$ cat src/rtl/aes_block_arbiter.sv
// aes_block_arbiter: shares one AES datapath between two requesters,
// admitting whole blocks and steering each result block to its owner.
// Ports: clk_main_a0/rst_main_sync (sync, active-high); req0/req1
// valid/ready/data input words; aes_in_full/wr/din to the AES input FIFO;
// aes_out_empty/rd/dout from the AES output FIFO; rsp0/rsp1 valid/ready/data
// result words; busy, blocks_done, orphan_err status.
// Option: define AES_ARB_STRICT_PRIO_EN to make requester 0 win contention.
module aes_block_arbiter #(
    parameter int WORDS_PER_BLOCK = 4,
    parameter int TAG_DEPTH       = 8
) (
    input  logic        clk_main_a0,
    input  logic        rst_main_sync,
    input  logic        req0_valid,
    input  logic [31:0] req0_data,
    output logic        req0_ready,
    input  logic        req1_valid,
    input  logic [31:0] req1_data,
    output logic        req1_ready,
    input  logic        aes_in_full,
    output logic        aes_in_wr,
    output logic [31:0] aes_in_din,
    input  logic        aes_out_empty,
    output logic        aes_out_rd,
    input  logic [31:0] aes_out_dout,
    output logic        rsp0_valid,
    output logic [31:0] rsp0_data,
    input  logic        rsp0_ready,
    output logic        rsp1_valid,
    output logic [31:0] rsp1_data,
    input  logic        rsp1_ready,
    output logic        busy,
    output logic [15:0] blocks_done,
    output logic        orphan_err
);

    localparam int CW = $clog2(WORDS_PER_BLOCK + 1);
    localparam int PW = (TAG_DEPTH > 1) ? $clog2(TAG_DEPTH) : 1;
    localparam logic [CW-1:0] LAST_WORD = CW'(WORDS_PER_BLOCK - 1);
    localparam logic [PW:0]   TAG_FULL  = (PW + 1)'(TAG_DEPTH);
    localparam logic [PW:0]   TAG_ONE   = (PW + 1)'(1);

    typedef enum logic [1:0] {I_IDLE, I_GRANT0, I_GRANT1} ing_state_t;
    typedef enum logic [1:0] {E_IDLE, E_RD, E_HOLD} egr_state_t;

    ing_state_t i_state, i_next;
    egr_state_t e_state, e_next;

    logic [CW-1:0]        i_cnt, e_cnt;
    logic [TAG_DEPTH-1:0] tag_mem;
    logic [PW-1:0]        tag_wp, tag_rp;
    logic [PW:0]          tag_cnt;
    logic                 tag_full, tag_empty, tag_head;
    logic                 tag_push, tag_pop, push_id;
    logic                 win, in_xfer;
    logic                 rd_phase, capture, accept;

    assign tag_full  = (tag_cnt == TAG_FULL);
    assign tag_empty = (tag_cnt == '0);
    assign tag_head  = tag_mem[tag_rp];
    assign busy      = (i_state != I_IDLE) || !tag_empty;

`ifdef AES_ARB_STRICT_PRIO_EN
    assign win = !req0_valid;
`else
    // Requester preferred on the next simultaneous request.
    logic rr_pri;

    assign win = (req0_valid && req1_valid) ? rr_pri : req1_valid;

    always_ff @(posedge clk_main_a0) begin
        if (rst_main_sync) begin
            rr_pri <= 1'b0;
        end else if (tag_push) begin
            rr_pri <= !push_id;
        end
    end
`endif

    // Ingress: grant a whole block, then pass words straight through.
    always_comb begin
        i_next     = i_state;
        req0_ready = 1'b0;
        req1_ready = 1'b0;
        aes_in_wr  = 1'b0;
        aes_in_din = '0;
        tag_push   = 1'b0;
        push_id    = 1'b0;
        in_xfer    = 1'b0;
        unique case (i_state)
            I_IDLE: begin
                if (!tag_full && (req0_valid || req1_valid)) begin
                    tag_push = 1'b1;
                    push_id  = win;
                    i_next   = win ? I_GRANT1 : I_GRANT0;
                end
            end
            I_GRANT0: begin
                req0_ready = !aes_in_full;
                aes_in_wr  = req0_valid && !aes_in_full;
                aes_in_din = req0_data;
                in_xfer    = aes_in_wr;
                if (in_xfer && (i_cnt == LAST_WORD)) begin
                    i_next = I_IDLE;
                end
            end
            I_GRANT1: begin
                req1_ready = !aes_in_full;
                aes_in_wr  = req1_valid && !aes_in_full;
                aes_in_din = req1_data;
                in_xfer    = aes_in_wr;
                if (in_xfer && (i_cnt == LAST_WORD)) begin
                    i_next = I_IDLE;
                end
            end
            default: i_next = I_IDLE;
        endcase
    end

    // Egress: E_RD spans the strobe cycle and the data-capture cycle.
    // An accepted word may chain straight into the next read.
    always_comb begin
        e_next     = e_state;
        aes_out_rd = 1'b0;
        capture    = 1'b0;
        accept     = 1'b0;
        tag_pop    = 1'b0;
        unique case (e_state)
            E_IDLE: begin
                if (!tag_empty && !aes_out_empty) begin
                    e_next = E_RD;
                end
            end
            E_RD: begin
                aes_out_rd = !rd_phase;
                if (rd_phase) begin
                    capture = 1'b1;
                    e_next  = E_HOLD;
                end
            end
            E_HOLD: begin
                accept = tag_head ? rsp1_ready : rsp0_ready;
                if (accept) begin
                    tag_pop = (e_cnt == LAST_WORD);
                    if (!aes_out_empty && (!tag_pop || (tag_cnt > TAG_ONE))) begin
                        e_next = E_RD;
                    end else begin
                        e_next = E_IDLE;
                    end
                end
            end
            default: e_next = E_IDLE;
        endcase
    end

    always_ff @(posedge clk_main_a0) begin
        if (rst_main_sync) begin
            i_state     <= I_IDLE;
            e_state     <= E_IDLE;
            i_cnt       <= '0;
            e_cnt       <= '0;
            rd_phase    <= 1'b0;
            tag_mem     <= '0;
            tag_wp      <= '0;
            tag_rp      <= '0;
            tag_cnt     <= '0;
            rsp0_valid  <= 1'b0;
            rsp1_valid  <= 1'b0;
            rsp0_data   <= '0;
            rsp1_data   <= '0;
            blocks_done <= '0;
            orphan_err  <= 1'b0;
        end else begin
            i_state  <= i_next;
            e_state  <= e_next;
            rd_phase <= (e_state == E_RD) && !rd_phase;

            if (in_xfer) begin
                i_cnt <= (i_cnt == LAST_WORD) ? '0 : i_cnt + 1'b1;
            end
            if (accept) begin
                e_cnt <= (e_cnt == LAST_WORD) ? '0 : e_cnt + 1'b1;
            end

            if (tag_push) begin
                tag_mem[tag_wp] <= push_id;
                tag_wp          <= tag_wp + 1'b1;
            end
            if (tag_pop) begin
                tag_rp      <= tag_rp + 1'b1;
                blocks_done <= blocks_done + 1'b1;
            end
            unique case ({tag_push, tag_pop})
                2'b10:   tag_cnt <= tag_cnt + 1'b1;
                2'b01:   tag_cnt <= tag_cnt - 1'b1;
                default: tag_cnt <= tag_cnt;
            endcase

            if (capture) begin
                if (tag_head) begin
                    rsp1_data  <= aes_out_dout;
                    rsp1_valid <= 1'b1;
                end else begin
                    rsp0_data  <= aes_out_dout;
                    rsp0_valid <= 1'b1;
                end
            end
            if (accept) begin
                rsp0_valid <= 1'b0;
                rsp1_valid <= 1'b0;
            end

            // Result data with no owner on record is never read.
            if (tag_empty && !aes_out_empty) begin
                orphan_err <= 1'b1;
            end
        end
    end

endmodule

$ cat config.mk
export PLATFORM = sky130hd
export DESIGN_NAME = aes_block_arbiter
export DESIGN_NICKNAME = d
export VERILOG_FILES = /design/src/rtl/aes_block_arbiter.sv
export SDC_FILE = /design/constraint.sdc
export NUM_CORES = 1
export LEC_CHECK = 0
export BUFFER_PORTS_ARGS = -buffer_cell sky130_fd_sc_hd__buf_4
export CAP_MARGIN = 15
export CORE_MARGIN = 4
export CORE_UTILIZATION = 50
export CTS_CLUSTER_DIAMETER = 50
export DETAILED_ROUTE_END_ITERATION = 16
export PLACE_DENSITY = 0.83
export SLEW_MARGIN = 25
export SYNTH_ARGS = -nofsm -noshare
export SYNTH_HDL_FRONTEND = slang
export SYNTH_SLANG_ARGS = --single-unit
$ cat constraint.sdc
create_clock -name clk_main_a0 -period 8 [get_ports clk_main_a0]
set_input_delay 2.4 -clock clk_main_a0 [delete_from_list [all_inputs] [get_ports clk_main_a0]]
set_output_delay 2.4 -clock clk_main_a0 [all_outputs]
set_load 0.01 [all_outputs]
==> flow_summary_export.csv <==
group,metric,value,unit
timing,min_period,5.84,ns
detailed_routing,wire_per_inst,16.9,microns
floorplan,pin_count,224,
grt,grt_pass1_vias,4843,
yosys,syn-num-nets,680,
floorplan,die_h,110,microns
grt,antenna_found_initial,0,
grt,grt-ovfl-total,0,
power,leakage,0.00337,uW
final_layout,ff_latch_area,0.00226,sq mm
yosys,ys.flop_type,"dfxtp_1",
power,power_frac_comb,15.4,%
clock_network,clk_pin_slew,0.05,ns
final_layout,diodes,0,
yosys,ys_async_sr_fraction,0,%
clock_network,cts_tree,"built",
timing,clock.fmax,171,MHz
setup_path,worstPathArrival,3.44,ns
power,peakVddDrop,0.000134,V
grt,grt_use_met2,44.3,%
place,dpl_worst_slack,2.22,ns
final_layout,area_growth,44.1,%
setup_path,max_stage_delay,0.60,ns
clock_network,htreeDepth,4,
final_layout,drive_above_1_share,33.5,%
grt,track_usage,25.2,%
final_layout,fin_util,75.1,%
place,portBuffers,223,
yosys,yosysUniqueCellTypes,46,
timing,setup_viol,0,
yosys,synth.top_cell.area_share,43.6,%
detailed_routing,num_vias,4881,
setup_path,cpMostUsedCell,"buf_4",
yosys,synth_top_area_cell,"dfxtp_1",
setup_path,path_buf_inv,2,
final_layout,nets,885,
yosys,yosysWarnings,0,
power,power_density,214,mW/mm^2
clock_network,post_cts_buffers,0,
timing,setup_tns,0,ns
setup_path,worstSetupPathType,"input port to primary output",
clock_network,cts-buffers-inserted,17,
job,cap_viol_max_count,0,
timing,finalCritPeriodShare,73.0,%
final_layout,nFillCells,704,
power,seqPwrFrac,37.5,%
final_layout,final_area,0.00748,sq mm
timing,max_slew_margin,31.0,%
setup_path,path_delay_family,"simple AND/OR/NAND/NOR gates",
place,dpl-instance-area,0.00687,sq mm
yosys,ys_seq_area_share,43.6,%
detailed_routing,dr.pass1.iters,4,
setup_path,crit_path_top_delay_cell,"nor3b_1",
detailed_routing,routed_wl,15400,microns
grt,grt_max_degree,118,
floorplan,dieArea,0.0121,sq mm
detailed_routing,drt-initial-drc-count,299,
grt,use_met3,10.9,%
floorplan,rows,36,
place,dpl.hpwl,10900,microns
place,routabilityCongestion,0.766,
clock_network,postCtsHoldBufs,0,
timing,fin_ws,2.16,ns
setup_path,worstPathRequired,5.60,ns
status,status,"finished, final reports clean",
grt,grt.busiest_layer,"met2",
clock_network,clock_latency,0.51,ns
yosys,syn_area_per_cell,9.22,sq um
power,pwr-share-clk,47.1,%
yosys,synth_edf_count,0,
worst_hold_path,hp-class,"flop to flop",
timing,hold_ws,0.465,ns
clock_network,cts_resized,0,
power,switching_share,24.8,%
setup_path,end_kind,"primary output",
detailed_routing,final_antenna_net_count,0,
grt,grt_pass1_wl,23800,microns
detailed_routing,drc,0,
setup_path,worstPathCellList,"buf_4, a22oi_1, nor3b_1, buf_4",
timing,rsz0062_at_grt,"no",
timing,max_slew.worst_pin.slew,1.03,ns
timing,finalHoldViolations,0,
yosys,ys_ff_latch,113,
yosys,synth_area,0.00519,sq mm
timing,drv_slew,0,
floorplan,die_width,110,microns
floorplan,core-area,0.00995,sq mm
timing,finClkSkew,0.00942,ns
floorplan,start_util,52.1,%
clock_network,clockRootBuffer,"clkbuf_8",
power,internal-power,1200,uW
grt,grtUsageMet1,26.8,%
clock_network,cts_buffer_depth,2,
yosys,synth_cells,563,
clock_network,cts_sinks,113,
detailed_routing,routed_via_density,5.34,
final_layout,multi_input_area,0.00273,sq mm
setup_path,cp_max_fo,6,
power,switchingPower,396,uW
yosys,synthTopCellsByArea,"dfxtp_1, mux2i_1, nor2_1, a22oi_1, nor2b_1",
setup_path,cp-start-kind,"input port",
cells in the mapped netlist (all sizes together) (3+ instances only):
master	number
dfxtp	113
nor2	101
mux2i	84
nor2b	39
a22oi	34
clkbuf	28
a21oi	24
nand2	14
ha	13
o21ai	12
inv	11
buf	10
or3	10
nand3	8
nor3	8
nand2b	5
nor3b	5
xor2	5
nor4	4
o31ai	4
or4	4
mux2	3
stage by stage:
stage	instances	total power [uW]
2_1_floorplan	563	752
3_3_place_gp	882	844
3_5_place_dp	882	854
4_1_cts	914	1610
5_1_grt	914	1670
6_report	914	1600
path summary, 6_finish.rpt:
check / cells after the start / slack [ns] / start / to
max: 4 / 2.16 / req0_valid / aes_in_wr
min: 2 / 0.47 / e_cnt[2]$_SDFFE_PP0P_ / e_cnt[2]$_SDFFE_PP0P_
max reg2reg: 9 / 5.08 / tag_rp[0]$_SDFFE_PP0P_ / tag_cnt[3]$_SDFFE_PP0P_
min reg2reg: 2 / 0.47 / e_cnt[2]$_SDFFE_PP0P_ / e_cnt[2]$_SDFFE_PP0P_
per-layer routing:
| layer | up-vias | wire length, microns |
|---|---|---|
| met3 | 29 | 1400 |
| met1 | 2299 | 5690 |
| met4 | 0 | 359 |
| li1 | 2370 | - |
| met2 | 183 | 7980 |
| met5 | - | 0 |
tightest hold or removal path: cells and delay by family (launching register included):
family	cells	cell delay, ns
flip-flops	1	0.32
AND/OR/NAND/NOR	1	0.07
AO/OA/AOI/OAI	1	0.04
power by group through the flow:
stage	Clock (uW)	Sequential (uW)	Combinational, uW
final	752	600	246
after global routing	793	603	271
after CTS	761	600	245
after detailed placement	0	611	243
after global placement	0	609	235
after floorplan	0	608	144
sequential cells by signal (all words and copies together), names as in the netlist, 3 cells and up:
register and flops:
tag_wp 3, rsp0_data 32, i_cnt 3, blocks_done 16, tag_mem 8, tag_cnt 4, tag_rp 3, rsp1_data 32
e_cnt 3
final cells by class:
type / count / area share (%)
clock buffer: 22 / 6.19
clock inverter: 10 / 1.77
inverter: 11 / 0.552
multi-input combinational: 401 / 36.5
sequential: 113 / 30.2
tap: 133 / 2.23
timing repair buffer: 224 / 22.5
cell families (layout without fill, tap and decap cells):
group	Yosys count	after routing	share of synthesized area (%)
compound gates	83	83	10.3
xor+xnor	7	7	1.18
fa+ha+maj	13	13	3.13
buf+inv	49	267	4.10
flops	113	113	43.6
mux	88	88	17.4
simple gates	210	210	20.3
layout by cell type (no fill, tap or decap), types with 3 or more instances in the layout:
master     netlist  final
buf_4            4    223
dfxtp_1        113    113
nor2_1         101    101
mux2i_1         84     84
nor2b_1         39     39
a22oi_1         34     34
a21oi_1         24     24
clkbuf_16        0     16
nand2_1         14     13
o21ai_0         12     12
inv_1           11     11
ha_1            13     11
or3_1           10     10
nand3_1          8      8
nor3_1           7      7
nor3b_1          5      5
xor2_1           5      5
nand2b_1         5      5
clkinv_2         0      5
o31ai_1          4      4
or4_1            4      4
clkbuf_8         0      4
nor4_1           3      3
bufinv_16        0      3
Power figures use the tool's default switching activity.
